**config.mk**
```make
export PLATFORM = sky130hd
export DESIGN_NAME = mc_ctrl_fsm
export DESIGN_NICKNAME = d
export VERILOG_FILES = /design/src/rtl/mc_ctrl_fsm_pkg.sv /design/src/rtl/mc_ctrl_fsm_decode.sv /design/src/rtl/mc_ctrl_fsm.sv
export SDC_FILE = /design/constraint.sdc
export NUM_CORES = 1
export LEC_CHECK = 0
export CORE_MARGIN = 4
export CORE_UTILIZATION = 30
export DETAILED_ROUTE_END_ITERATION = 8
export PLACE_DENSITY = 0.92
export SYNTH_ARGS = -nofsm -noshare
export SYNTH_HDL_FRONTEND = slang
export SYNTH_SLANG_ARGS = --single-unit
```
**constraint.sdc**
```tcl
create_clock -name clk_i -period 2 [get_ports clk_i]
set_input_delay 0.2 -clock clk_i [delete_from_list [all_inputs] [get_ports clk_i]]
set_output_delay 0.2 -clock clk_i [all_outputs]
set_load 0.005 [all_outputs]
```
**src/rtl/mc_ctrl_fsm_pkg.sv**
```systemverilog
// Shared types and encodings for the multi-cycle RV32I control unit.
// Optional feature macro: CTRL_ILLEGAL_TRAP_EN adds the TRAP state.
package mc_ctrl_fsm_pkg;

    // Immediate format selector consumed by the immediate generator.
    typedef enum logic [2:0] {
        INST_TYPE_R = 3'd0,
        INST_TYPE_I = 3'd1,
        INST_TYPE_S = 3'd2,
        INST_TYPE_B = 3'd3,
        INST_TYPE_U = 3'd4,
        INST_TYPE_J = 3'd5
    } cs_inst_type;

    // Controller sequencing states.
    typedef enum logic [2:0] {
        ST_IDLE   = 3'd0,
        ST_FETCH  = 3'd1,
        ST_DECODE = 3'd2,
        ST_EXEC   = 3'd3,
        ST_MEM    = 3'd4,
        ST_WB     = 3'd5
`ifdef CTRL_ILLEGAL_TRAP_EN
        ,
        ST_TRAP   = 3'd6
`endif
    } ctrl_state_t;

    // Instruction classes that determine the sequencing path.
    typedef enum logic [3:0] {
        CLASS_LUI     = 4'd0,
        CLASS_AUIPC   = 4'd1,
        CLASS_JAL     = 4'd2,
        CLASS_JALR    = 4'd3,
        CLASS_BRANCH  = 4'd4,
        CLASS_LOAD    = 4'd5,
        CLASS_STORE   = 4'd6,
        CLASS_OP_IMM  = 4'd7,
        CLASS_OP      = 4'd8,
        CLASS_FENCE   = 4'd9,
        CLASS_ILLEGAL = 4'd10
    } inst_class_t;

    // Major opcodes (full 7 bits, so inst[1:0] must be 2'b11 to match).
    localparam logic [6:0] OPC_LUI    = 7'b0110111;
    localparam logic [6:0] OPC_AUIPC  = 7'b0010111;
    localparam logic [6:0] OPC_JAL    = 7'b1101111;
    localparam logic [6:0] OPC_JALR   = 7'b1100111;
    localparam logic [6:0] OPC_BRANCH = 7'b1100011;
    localparam logic [6:0] OPC_LOAD   = 7'b0000011;
    localparam logic [6:0] OPC_STORE  = 7'b0100011;
    localparam logic [6:0] OPC_OP_IMM = 7'b0010011;
    localparam logic [6:0] OPC_OP     = 7'b0110011;
    localparam logic [6:0] OPC_FENCE  = 7'b0001111;

    // Next-PC source.
    localparam logic [1:0] PC_SRC_PLUS4  = 2'd0;
    localparam logic [1:0] PC_SRC_TARGET = 2'd1;
    localparam logic [1:0] PC_SRC_ALU    = 2'd2;

    // Register file write-back source.
    localparam logic [1:0] WB_SEL_ALU  = 2'd0;
    localparam logic [1:0] WB_SEL_MEM  = 2'd1;
    localparam logic [1:0] WB_SEL_PC4  = 2'd2;

    // ALU operand selects.
    localparam logic [1:0] ALU_A_RS1  = 2'd0;
    localparam logic [1:0] ALU_A_PC   = 2'd1;
    localparam logic [1:0] ALU_A_ZERO = 2'd2;
    localparam logic       ALU_B_RS2  = 1'b0;
    localparam logic       ALU_B_IMM  = 1'b1;

endpackage

```
**src/rtl/mc_ctrl_fsm_decode.sv**
```systemverilog
// Combinational instruction decoder: classifies the instruction, picks the
// immediate format and forms the ALU operation code.
module ctrl_decode
    import mc_ctrl_fsm_pkg::*;
(
    input  logic [31:0] inst,
    output inst_class_t inst_class,
    output cs_inst_type inst_type,
    output logic [3:0]  alu_op,
    output logic        illegal
);

    logic [2:0] funct3;
    logic       unused_bits;

    assign funct3      = inst[14:12];
    // Only opcode, funct3 and bit 30 matter to control.
    assign unused_bits = ^{inst[31], inst[29:15], inst[11:7]};

    // Opcode -> class and immediate format; anything unmatched is illegal.
    always_comb begin
        inst_class = CLASS_ILLEGAL;
        inst_type  = INST_TYPE_I;
        case (inst[6:0])
            OPC_LUI:    begin inst_class = CLASS_LUI;    inst_type = INST_TYPE_U; end
            OPC_AUIPC:  begin inst_class = CLASS_AUIPC;  inst_type = INST_TYPE_U; end
            OPC_JAL:    begin inst_class = CLASS_JAL;    inst_type = INST_TYPE_J; end
            OPC_JALR:   begin inst_class = CLASS_JALR;   inst_type = INST_TYPE_I; end
            OPC_BRANCH: begin inst_class = CLASS_BRANCH; inst_type = INST_TYPE_B; end
            OPC_LOAD:   begin inst_class = CLASS_LOAD;   inst_type = INST_TYPE_I; end
            OPC_STORE:  begin inst_class = CLASS_STORE;  inst_type = INST_TYPE_S; end
            OPC_OP_IMM: begin inst_class = CLASS_OP_IMM; inst_type = INST_TYPE_I; end
            OPC_OP:     begin inst_class = CLASS_OP;     inst_type = INST_TYPE_R; end
            OPC_FENCE:  begin inst_class = CLASS_FENCE;  inst_type = INST_TYPE_I; end
            default:    begin inst_class = CLASS_ILLEGAL; inst_type = INST_TYPE_I; end
        endcase
    end

    // ALU op: bit 30 only qualifies register ops and immediate shifts.
    always_comb begin
        alu_op = 4'b0000;
        if (inst_class == CLASS_OP) begin
            alu_op = {inst[30], funct3};
        end else if (inst_class == CLASS_OP_IMM) begin
            if (funct3[1:0] == 2'b01) begin
                alu_op = {inst[30], funct3};
            end else begin
                alu_op = {1'b0, funct3};
            end
        end
    end

    assign illegal = (inst_class == CLASS_ILLEGAL);

endmodule

```
**src/rtl/mc_ctrl_fsm.sv**
```systemverilog
// Multi-cycle RV32I control unit: FETCH/DECODE/EXEC/MEM/WB sequencing over a
// single shared memory port. Optional macro CTRL_ILLEGAL_TRAP_EN sends
// illegal instructions to a sticky TRAP state with a trap_o output.
module mc_ctrl_fsm
    import mc_ctrl_fsm_pkg::*;
#(
    parameter bit RST_PC_WE = 1'b0
)(
    input  logic        clk_i,
    input  logic        rst_i,
    input  logic [31:0] inst_i,
    input  logic        mem_ready_i,
    input  logic        br_taken_i,
    output cs_inst_type inst_type_o,
    output logic        ir_we_o,
    output logic        pc_we_o,
    output logic [1:0]  pc_src_o,
    output logic [1:0]  alu_a_sel_o,
    output logic        alu_b_sel_o,
    output logic [3:0]  alu_op_o,
    output logic        mem_req_o,
    output logic        mem_we_o,
    output logic        mem_addr_sel_o,
    output logic        rf_we_o,
    output logic [1:0]  wb_sel_o,
    output logic        instret_o
`ifdef CTRL_ILLEGAL_TRAP_EN
    ,
    output logic        trap_o
`endif
);

    ctrl_state_t state_reg;
    ctrl_state_t state_next;

    inst_class_t dec_class;
    cs_inst_type dec_inst_type;
    logic [3:0]  dec_alu_op;
    logic        dec_illegal;

    ctrl_decode u_decode (
        .inst       (inst_i),
        .inst_class (dec_class),
        .inst_type  (dec_inst_type),
        .alu_op     (dec_alu_op),
        .illegal    (dec_illegal)
    );

    // State register with asynchronous reset to IDLE.
    always_ff @(posedge clk_i or posedge rst_i) begin
        if (rst_i) begin
            state_reg <= ST_IDLE;
        end else begin
            state_reg <= state_next;
        end
    end

    // Next-state selection.
    always_comb begin
        state_next = state_reg;
        case (state_reg)
            ST_IDLE:   state_next = ST_FETCH;
            ST_FETCH:  if (mem_ready_i) state_next = ST_DECODE;
            ST_DECODE: begin
`ifdef CTRL_ILLEGAL_TRAP_EN
                if (dec_illegal) state_next = ST_TRAP;
                else             state_next = ST_EXEC;
`else
                state_next = ST_EXEC;
`endif
            end
            ST_EXEC: begin
                case (dec_class)
                    CLASS_LOAD, CLASS_STORE:                   state_next = ST_MEM;
                    CLASS_OP, CLASS_OP_IMM, CLASS_LUI, CLASS_AUIPC: state_next = ST_WB;
                    default:                                   state_next = ST_FETCH;
                endcase
            end
            ST_MEM: begin
                if (mem_ready_i) begin
                    state_next = (dec_class == CLASS_STORE) ? ST_FETCH : ST_WB;
                end
            end
            ST_WB:     state_next = ST_FETCH;
`ifdef CTRL_ILLEGAL_TRAP_EN
            ST_TRAP:   state_next = ST_TRAP;
`endif
            default:   state_next = ST_IDLE;
        endcase
    end

    // Per-state control outputs; anything not driven in a state stays 0.
    always_comb begin
        inst_type_o    = INST_TYPE_R;
        ir_we_o        = 1'b0;
        pc_we_o        = 1'b0;
        pc_src_o       = PC_SRC_PLUS4;
        alu_a_sel_o    = ALU_A_RS1;
        alu_b_sel_o    = ALU_B_RS2;
        alu_op_o       = 4'b0000;
        mem_req_o      = 1'b0;
        mem_we_o       = 1'b0;
        mem_addr_sel_o = 1'b0;
        rf_we_o        = 1'b0;
        wb_sel_o       = WB_SEL_ALU;
        instret_o      = 1'b0;
`ifdef CTRL_ILLEGAL_TRAP_EN
        trap_o         = 1'b0;
`endif
        case (state_reg)
            ST_IDLE: begin
                // Optional PC initialisation pulse on the way out of reset.
                if (!rst_i) pc_we_o = RST_PC_WE;
            end
            ST_FETCH: begin
                mem_req_o = 1'b1;
                ir_we_o   = mem_ready_i;
            end
            ST_DECODE: begin
                inst_type_o = dec_inst_type;
            end
            ST_EXEC: begin
                inst_type_o = dec_inst_type;
                alu_op_o    = dec_alu_op;
                case (dec_class)
                    CLASS_BRANCH: begin
                        pc_we_o   = 1'b1;
                        pc_src_o  = br_taken_i ? PC_SRC_TARGET : PC_SRC_PLUS4;
                        instret_o = 1'b1;
                    end
                    CLASS_JAL: begin
                        rf_we_o   = 1'b1;
                        wb_sel_o  = WB_SEL_PC4;
                        pc_we_o   = 1'b1;
                        pc_src_o  = PC_SRC_TARGET;
                        instret_o = 1'b1;
                    end
                    CLASS_JALR: begin
                        alu_b_sel_o = ALU_B_IMM;
                        rf_we_o     = 1'b1;
                        wb_sel_o    = WB_SEL_PC4;
                        pc_we_o     = 1'b1;
                        pc_src_o    = PC_SRC_ALU;
                        instret_o   = 1'b1;
                    end
                    CLASS_LOAD, CLASS_STORE, CLASS_OP_IMM: begin
                        alu_b_sel_o = ALU_B_IMM;
                    end
                    CLASS_OP: begin
                        alu_b_sel_o = ALU_B_RS2;
                    end
                    CLASS_LUI: begin
                        alu_a_sel_o = ALU_A_ZERO;
                        alu_b_sel_o = ALU_B_IMM;
                    end
                    CLASS_AUIPC: begin
                        alu_a_sel_o = ALU_A_PC;
                        alu_b_sel_o = ALU_B_IMM;
                    end
                    default: begin
                        // FENCE, and illegal encodings when not trapping: a NOP.
                        pc_we_o   = 1'b1;
                        instret_o = 1'b1;
                    end
                endcase
            end
            ST_MEM: begin
                inst_type_o    = dec_inst_type;
                alu_op_o       = dec_alu_op;
                alu_b_sel_o    = ALU_B_IMM;
                mem_req_o      = 1'b1;
                mem_addr_sel_o = 1'b1;
                mem_we_o       = (dec_class == CLASS_STORE);
                if (mem_ready_i && dec_class == CLASS_STORE) begin
                    pc_we_o   = 1'b1;
                    instret_o = 1'b1;
                end
            end
            ST_WB: begin
                inst_type_o = dec_inst_type;
                rf_we_o     = 1'b1;
                wb_sel_o    = (dec_class == CLASS_LOAD) ? WB_SEL_MEM : WB_SEL_ALU;
                pc_we_o     = 1'b1;
                instret_o   = 1'b1;
            end
`ifdef CTRL_ILLEGAL_TRAP_EN
            ST_TRAP: begin
                trap_o = 1'b1;
            end
`endif
            default: ;
        endcase
    end

endmodule
```
# Word level (Yosys, flattened, before mapping)
# Index checks and enable logic that the tools add are counted.
dict set report op_classes {
  mux 31
  eq_ne 26
  reduce_logical 14
}
# operator count
set op_table {}
lappend op_table {{$pmux W4 S10} 1}
lappend op_table {{$pmux W3 S5} 2}
lappend op_table {{$eq A7 B6 Y1 const B} 3}
lappend op_table {{$eq A7 B7 Y1 const B} 3}
lappend op_table {{$eq A4 B3 Y1 const B} 4}
lappend op_table {{$mux W4} 4}
lappend op_table {{$eq A7 B5 Y1 const B} 2}
lappend op_table {{$mux W3} 4}
lappend op_table {{$reduce_or A2 Y1} 6}
lappend op_table {{$reduce_or A6 Y1} 2}
lappend op_table {{$mux W1} 10}
lappend op_table {{$eq A4 B2 Y1 const B} 2}
lappend op_table {{$pmux W2 S2} 2}
lappend op_table {{$reduce_or A4 Y1} 2}
lappend op_table {{$eq A7 B2 Y1 const B} 1}
lappend op_table {{$eq A7 B4 Y1 const B} 1}
lappend op_table {{$eq A3 B2 Y1 const B} 2}
lappend op_table {{$eq A3 B3 Y1 const B} 2}
lappend op_table {{$mux W2} 3}
lappend op_table {{$pmux W2 S3} 1}
lappend op_table {{$pmux W3 S2} 1}
lappend op_table {{$eq A4 B1 Y1 const B} 1}
lappend op_table {{$eq A4 B4 Y1 const B} 1}
lappend op_table {{$logic_not A4 Y1} 1}
lappend op_table {{other kinds (8)} 10}
dict set report totals {
  out_inout_bits 21
  register_bits 3
}

# Logic depth before layout (Yosys ltp)
# Gate-level depths: netlist of the first run.
dict set report depth {
  depth_word 6
  ltp_mapped 6
  mapped_depth_nobuf 4
}

# Modules after synthesis
# A second synthesis of the first run with hierarchy kept.
dict set report unflattened {
  cells_unflattened 109
  hier_area_um2 782.0
}
# module instances area_per_inst_um2 cells_each
set by_module_without_submodules {}
lappend by_module_without_submodules {mc_ctrl_fsm 1 489.2 61}
lappend by_module_without_submodules {ctrl_decode 1 292.8 48}

# Worst setup path after synthesis of the first run
# Ideal clock, no wire load.
dict set report synth_timing {
  path_type {reg2out}
  startpoint {reg state_reg[2]}
  endpoint {out alu_a_sel_o[1]}
  n_path_buf 1
  slack_ps 458
  arrival_ps 1342
  path_stages_with_launch 6
  required_ps 1800
  path_cell_list {dfrtp_1 > buf_6 > nand3b_4 > a211oi_2 > nand3_1 > nor4b_1}
}
dict set report synth_via {
  elab_chain_cells 2
}
# item line_no
set synth_rtl {}
lappend synth_rtl {{start: declaration} mc_ctrl_fsm.sv:33} ;# ctrl_state_t state_reg;
lappend synth_rtl {{start signal: assignment} mc_ctrl_fsm.sv:54} ;# state_reg <= state_next;
lappend synth_rtl {{$eq A3 B2 Y1} mc_ctrl_fsm.sv:110} ;# case (state_reg)
lappend synth_rtl {{$mux W2} mc_ctrl_fsm.sv:110}
lappend synth_rtl {{end: declaration} mc_ctrl_fsm.sv:18} ;# output logic [1:0] alu_a_sel_o,
# Every way passes these cells.

# Worst setup path in the final report of the first run
dict set report layout_timing {
  startpoint {reg state_reg[1]}
  endpoint {out alu_op_o[3]}
}
dict set report layout_via {
  elab_chain_cells 3
}
# item line_no
set layout_rtl {}
lappend layout_rtl {{$eq A3 B3 Y1 / $eq A3 B2 Y1 (equally long branches)} mc_ctrl_fsm.sv:110}
lappend layout_rtl {{$reduce_or A2 Y1 (no source line) (*)} -}
lappend layout_rtl {{$mux W4 (*)} mc_ctrl_fsm.sv:110}
lappend layout_rtl {{end: declaration} mc_ctrl_fsm.sv:20} ;# output logic [3:0] alu_op_o,
# Mark *: on every way between the ends. The rest lies on a longest branch, timed or not.

==> results.md, run 1 <==
- Status: finished clean
- Kind of end point of the critical path: output pin
- Post-Syn Instances: 83
- Clk sinks: 3
- Site row count: 16
- Tcrit/Tclk final: 0.9766
- Port Buffer Count: 35
- Rel. slew slack: 0.7810
- Total Power: 0.5901 mW
- Placed Area: 1089 um^2
- Initial Utilization: 0.3125
- Syn Area/Cell: 7.311 um^2
- Commonest cells after routing, fill and taps aside: 24 x buf_4, 18 x dlygate4sd2_1, 10 x clkdlybuf4s50_1, 7 x nor2_1
- Die X: between 50 and 60 um
- Crit path max-delay family: compound AO/OA/AOI/OAI gates
- Die Y: around 53 um
- Overall routed net length: roughly 2500 um
- Share of the synthesized area in the top cell type: 0.1237
- Count of final max-slew check failures: 0
- Post-placement cell count: 157
- Vias in the first global route: 832
- Slew @ Worst Pin: around 0.33 ns
- Initial antenna violation count: 0
- RSZ-0062 raised after global routing: true
- Initial DRC Count: 15
- Crit path DAT: approximately 1.8 ns
- CTS tree: yes
- Setup Skew: around 0.0019 ns
- Top_reg_cell synth: dfrtp_1
- Synth Register Bits: 3
- Leading area contributor after synthesis: dfrtp_1
- H-Tree Depth: 1
- Final Setup Violations: 0
- Post-synth EDFFs: 0
- Post-DRT Antenna Nets: 0
- Final hold vios: 0
- Syn Std Cell Area: between 600 and 700 um^2
- Final Instance Count excl. Fillers: 169
- Post-synthesis async set-or-reset flop share: 1.000
- Area Growth Syn to Fin: 103.1%
- # hold bufs at CTS: 0
- Post-detailed-route via-to-cell ratio: 5.130
- CTS Buffer Depth: 2
- VDD IR max: between 300 and 400 uV
- RD Place Congestion: 0.9037
- Utilization after layout: 0.6347
- Crit-path cells: nand2b_4, or2_4, a211oi_4, buf_6, buf_6, o211a_1, buf_2
- Cell variety after synth: 37
- Synth Warn #: 0
- CP max-delay cell: dfrtp_1
- Pwr Density: 478.8 nW/um^2
- Routed len/inst: ~15 um
- Grt total ovfl: 0
- Share of cells above drive strength 1: 0.4225
- Largest net degree at the start of global routing: 8
- Startpoint types: flop
- Num CTS Buffers: 3
- Top area cells in the synthesized netlist: dfrtp_1 12%, nand3b_4 6.6%, a21oi_1 4.9%, nor3_1 4.9%, nor2_1 4.3%
- Post-Layout Inst Area: roughly 1200 um^2
- Final hold slack: 0.1295 ns
- Worst path bufs/invs: 3
- Antenna cells: 0
- DIE AREA: 2806 um^2
- Hold/Removal Path Class: in -> async
- Final nets: 179
- Post-Syn Nets: 119
- Clock period minus worst slack: 1.953 ns
- Leak Pwr: between 0.6 and 0.7 nW
- Vias: 867
- First-pass detailed-route iteration total: 4
- Clock transition at path regs: about 0.040 ns
- Detailed placement HPWL: about 1700 um
- Most common cell after layout, fill and taps aside: buf_4
- Remaining DRCs: 0
- Register area share after synthesis: 0.1237
- CP peak stage delay: 0.39 ns
- Dpl ws: -0.2941 ns
- WP data required: 1.80 ns
- First-pass GRT wire length: roughly 3800 um
- CORE AREA: 1942 um^2
- Most used cell, CP: buf_6
- Max Fanout on Critical Path: 3
- Max reg flops: 3
- GRT Overall Usage: 0.1795
- Root Buffer: clkbuf_4
- Max-cap violations: 0
- Io pins: 57
- FMAX: 512.0 MHz
- Crit Path Class: reg -> out
- TNS Setup: 0 ns
- Final setup margin: around 0.047 ns
- Skew-Pair Late Insertion Delay: 0.23 ns
[logic make-up after synthesis]
| logic type | share of synthesized area |
|---|---|
| compound gates | 0.2062 |
| xor+xnor | 0.01444 |
| flops | 0.1237 |
| simple gates | 0.4784 |
| buf+inv | 0.1237 |
| mux | 0.05361 |
[metal layers]
layer,vias to the layer above,global-route usage,share of wire
li1,411,-,-
met1,410,0.2172,0.41
met2,40,0.3099,0.50
met3,6,0.03099,0.061
met4,0,0.07234,0.025
met5,-,0,0
[synthesized netlist by cell type (2+ instances only)]
cell,count
nor4_1,2
dfrtp_1,3
buf_2,5
buf_6,2
nor2_1,7
nor2b_1,4
nand2b_1,4
nand2_1,6
o21ai_0,3
nor4b_1,2
mux2_2,2
nor3_1,6
and2_2,2
inv_1,4
nand3_1,2
nand3b_4,2
a21oi_1,6
nand3b_1,2
[worst register-to-register path: cells and delay by family (launching register included)]
kind / cells / cell delay (ns)
compound gates: 2 / 0.20
simple gates: 1 / 0.23
buf+inv: 2 / 0.29
flops: 1 / 0.39
[timing repair]
item                                    in CTS  in global routing
resized for setup                           42                 20
endpoints found under the setup margin      19                 11
pin swaps                                    8                  4
hold endpoints to repair                     0                  0
setup buffers                                6                  2
[final timing paths]
path	startpoint	endpoint	slack, ns	depth (start not counted)
setup / recovery	state_reg[1]$_DFFE_PP0P_	alu_op_o[3]	0.05	7
hold / removal	rst_i	state_reg[1]$_DFFE_PP0P_	0.13	2
setup reg to reg	state_reg[1]$_DFFE_PP0P_	state_reg[0]$_DFFE_PP0P_	0.77	5
hold reg to reg	state_reg[2]$_DFFE_PP0P_	state_reg[1]$_DFFE_PP0P_	0.67	2
max in group asynchronous	rst_i	state_reg[0]$_DFFE_PP0P_	1.73	2
min in group clk_i	mem_ready_i	state_reg[0]$_DFFE_PP0P_	0.67	3
[where the power goes]
part | internal [mW] | leakage [nW] | total [mW] | switching [mW]
Combinational | 0.217 | 0.568 | 0.385 | 0.168
Sequential | 0.0768 | 0.0361 | 0.0994 | 0.0226
Clock | 0.0747 | 0.0150 | 0.106 | 0.0309
[cell type report]
cell class	instances	area, um^2
fill	147	709.4
timing repair buffer	64	550.5
multi-input combinational	67	530.5
sequential	3	76.32
tap	27	33.78
clock buffer	4	26.28
inverter	4	15.01
Note: power is estimated with default switching activity, not from simulation.
==> run 2: changes to the inputs <==
REMOVE_ABC_BUFFERS = 1   (was default)
==> run 2 against run 1 <==
  * The flow now finishes with violations (setup timing)
  * Fmax decreased by 2.5%
  * Combinational power rose by 9.4%
  * Design area is 6.3% higher
  * Critical path depth is 1 higher
  * Setup slack got worse by 0.051 ns
  * Register-to-register slack barely moved
==> results.md, run 2 (synthesis gave the netlist of run 1 again) <==
- Status: finished with violations
- Failing checks: setup timing
- First-pass GRT wire length: 4374 um
- Max Fanout on Critical Path: 3
- Rel. slew slack: 0.6158
- Grt total ovfl: 0
- Remaining DRCs: 0
- Clk sinks: 3
- Kind of end point of the critical path: output pin
- Final Instance Count excl. Fillers: around 180
- TNS Setup: -0.003800 ns
- Pwr Density: 487.4 nW/um^2
- Max-cap violations: 0
- Largest net degree at the start of global routing: 8
- Die X: 52.98 um
- FF-to-FF path depth: 5
- RD Place Congestion: a little under 1
- Commonest cells after routing, fill and taps aside: 33 x buf_4, 11 x clkdlybuf4s50_1, 11 x dlygate4sd2_1, 7 x nor2_1, 7 x buf_6
- R2R Path End: state_reg[0]$_DFFE_PP0P_
- CTS tree: yes
- Num CTS Buffers: 3
- Total Power: 0.6385 mW
- Detailed placement HPWL: 1809 um
- Hold/Removal Path Class: in -> async
- DIE AREA: 2806 um^2
- Overall routed net length: 3140 um
- VDD IR max: approximately 340 uV
- Share of cells above drive strength 1: 0.4636
- Initial Utilization: 0.3125
- WP data required: 1.80 ns
- Clock period minus worst slack: 2.004 ns
- Setup Skew: 0.0009666 ns
- Vias in the first global route: 956
- Most common cell after layout, fill and taps aside: buf_4
- Tcrit/Tclk final: 1.002
- CORE AREA: 1942 um^2
- # hold bufs at CTS: 0
- Initial antenna violation count: 0
- Post-detailed-route via-to-cell ratio: 5.427
- Port Buffer Count: 35
- Leak Pwr: 0.7104 nW
- Slew @ Worst Pin: roughly 0.57 ns
- Io pins: 57
- Final setup margin: -0.003800 ns
- Area Growth Syn to Fin: 115.9%
- Max reg flops: 3
- RSZ-0062 raised after global routing: true
- Final Setup Violations: 1
- Root Buffer: clkbuf_4
- Final nets: 188
- GRT Overall Usage: 0.2135
- Crit path DAT: 1.80 ns
- Die Y: 52.98 um
- Antenna cells: 0
- Site row count: 16
- Clock transition at path regs: about 0.04 ns
- H-Tree Depth: 1
- Post-DRT Antenna Nets: 0
- Reg2reg setup slack: 0.77 ns
- Initial DRC Count: 38
- Skew-Pair Late Insertion Delay: 0.25 ns
- Crit Path Class: reg -> out
- Startpoint types: flop
- Routed len/inst: between 15 and 20 um
- FMAX: 499.1 MHz
- Vias: 966
- Final hold vios: 0
- Final hold slack: 0.1623 ns
- First-pass detailed-route iteration total: 4
- Count of final max-slew check failures: 0
- Post-placement cell count: 161
- Worst R2R Start: state_reg[1]$_DFFE_PP0P_
- CTS Buffer Depth: 2
## run 2: cell count changes in the layout (fill, tap and decap cells not counted), sizes merged
cell,previous run,this run
dlygate4sd2,18,11
clkbuf,7,8
buf,31,41
dlymetal6s2s,2,6
clkdlybuf4s50,10,11
## run 2: critical path, stage by stage, from the launching register on
cell and delay [ns]:
dfrtp_1 0.40, buf_6 0.13, nand2b_4 0.05, or2_4 0.26, a211oi_4 0.26, buf_4 0.16, buf_6 0.08, o211a_1 0.12
buf_2 0.10
## run 2: worst max path at each step
stage | cells after the start | start | endpoint | slack (ns)
final | 8 | state_reg[2]$_DFFE_PP0P_ | alu_op_o[3] | -0.004
after global routing | 8 | state_reg[2]$_DFFE_PP0P_ | alu_op_o[3] | -0.06
after detailed placement | 6 | inst_i[2] | alu_a_sel_o[1] | -0.38
after global placement | 6 | inst_i[2] | alu_a_sel_o[1] | -0.29
after CTS | 8 | state_reg[2]$_DFFE_PP0P_ | alu_op_o[0] | 0.001
after floorplan | 4 | state_reg[2]$_DFFE_PP0P_ | alu_a_sel_o[1] | 0.47
## run 2: area by class of cell
| class | instances | area, um^2 |
|---|---|---|
| repair buffers | 73 | 633.1 |
| multi-input cells | 67 | 525.5 |
| clock buffers | 4 | 26.28 |
| inverters | 4 | 15.01 |
| fillers | 145 | 631.9 |
| well taps | 27 | 33.78 |
| flip-flops and latches | 3 | 76.32 |
## run 2: repair_timing
item / CTS / global route
gates cloned: 0 / 0
pin swaps: 7 / 6
endpoints found under the setup margin: 19 / 13
resized for setup: 31 / 31
buffers inserted: 10 / 4
## run 2: routing by layer
metal	global-route usage	wire length (um)	up-vias
met5	0	0	-
met3	0.05915	307	13
li1	-	-	431
met2	0.3905	1634	71
met1	0.2172	1067	451
met4	0.1106	129	0
## run 2: through the flow
step | util | setup slack [ns] | area (um^2)
after floorplan | - | 0.4698 | 546.8
after global placement | 0.5760 | -0.2909 | 1119
after detailed placement | 0.5760 | -0.3789 | 1119
after CTS | 0.6379 | 0.001092 | 1239
after global routing | 0.6746 | -0.06083 | 1310
final | 0.6746 | -0.003800 | 1310
## run 2: report_power, final
group | switching, mW | internal, mW | total [mW]
Sequential | 0.0229 | 0.0767 | 0.0996
Clock | 0.0427 | 0.0755 | 0.118
Combinational | 0.184 | 0.236 | 0.421
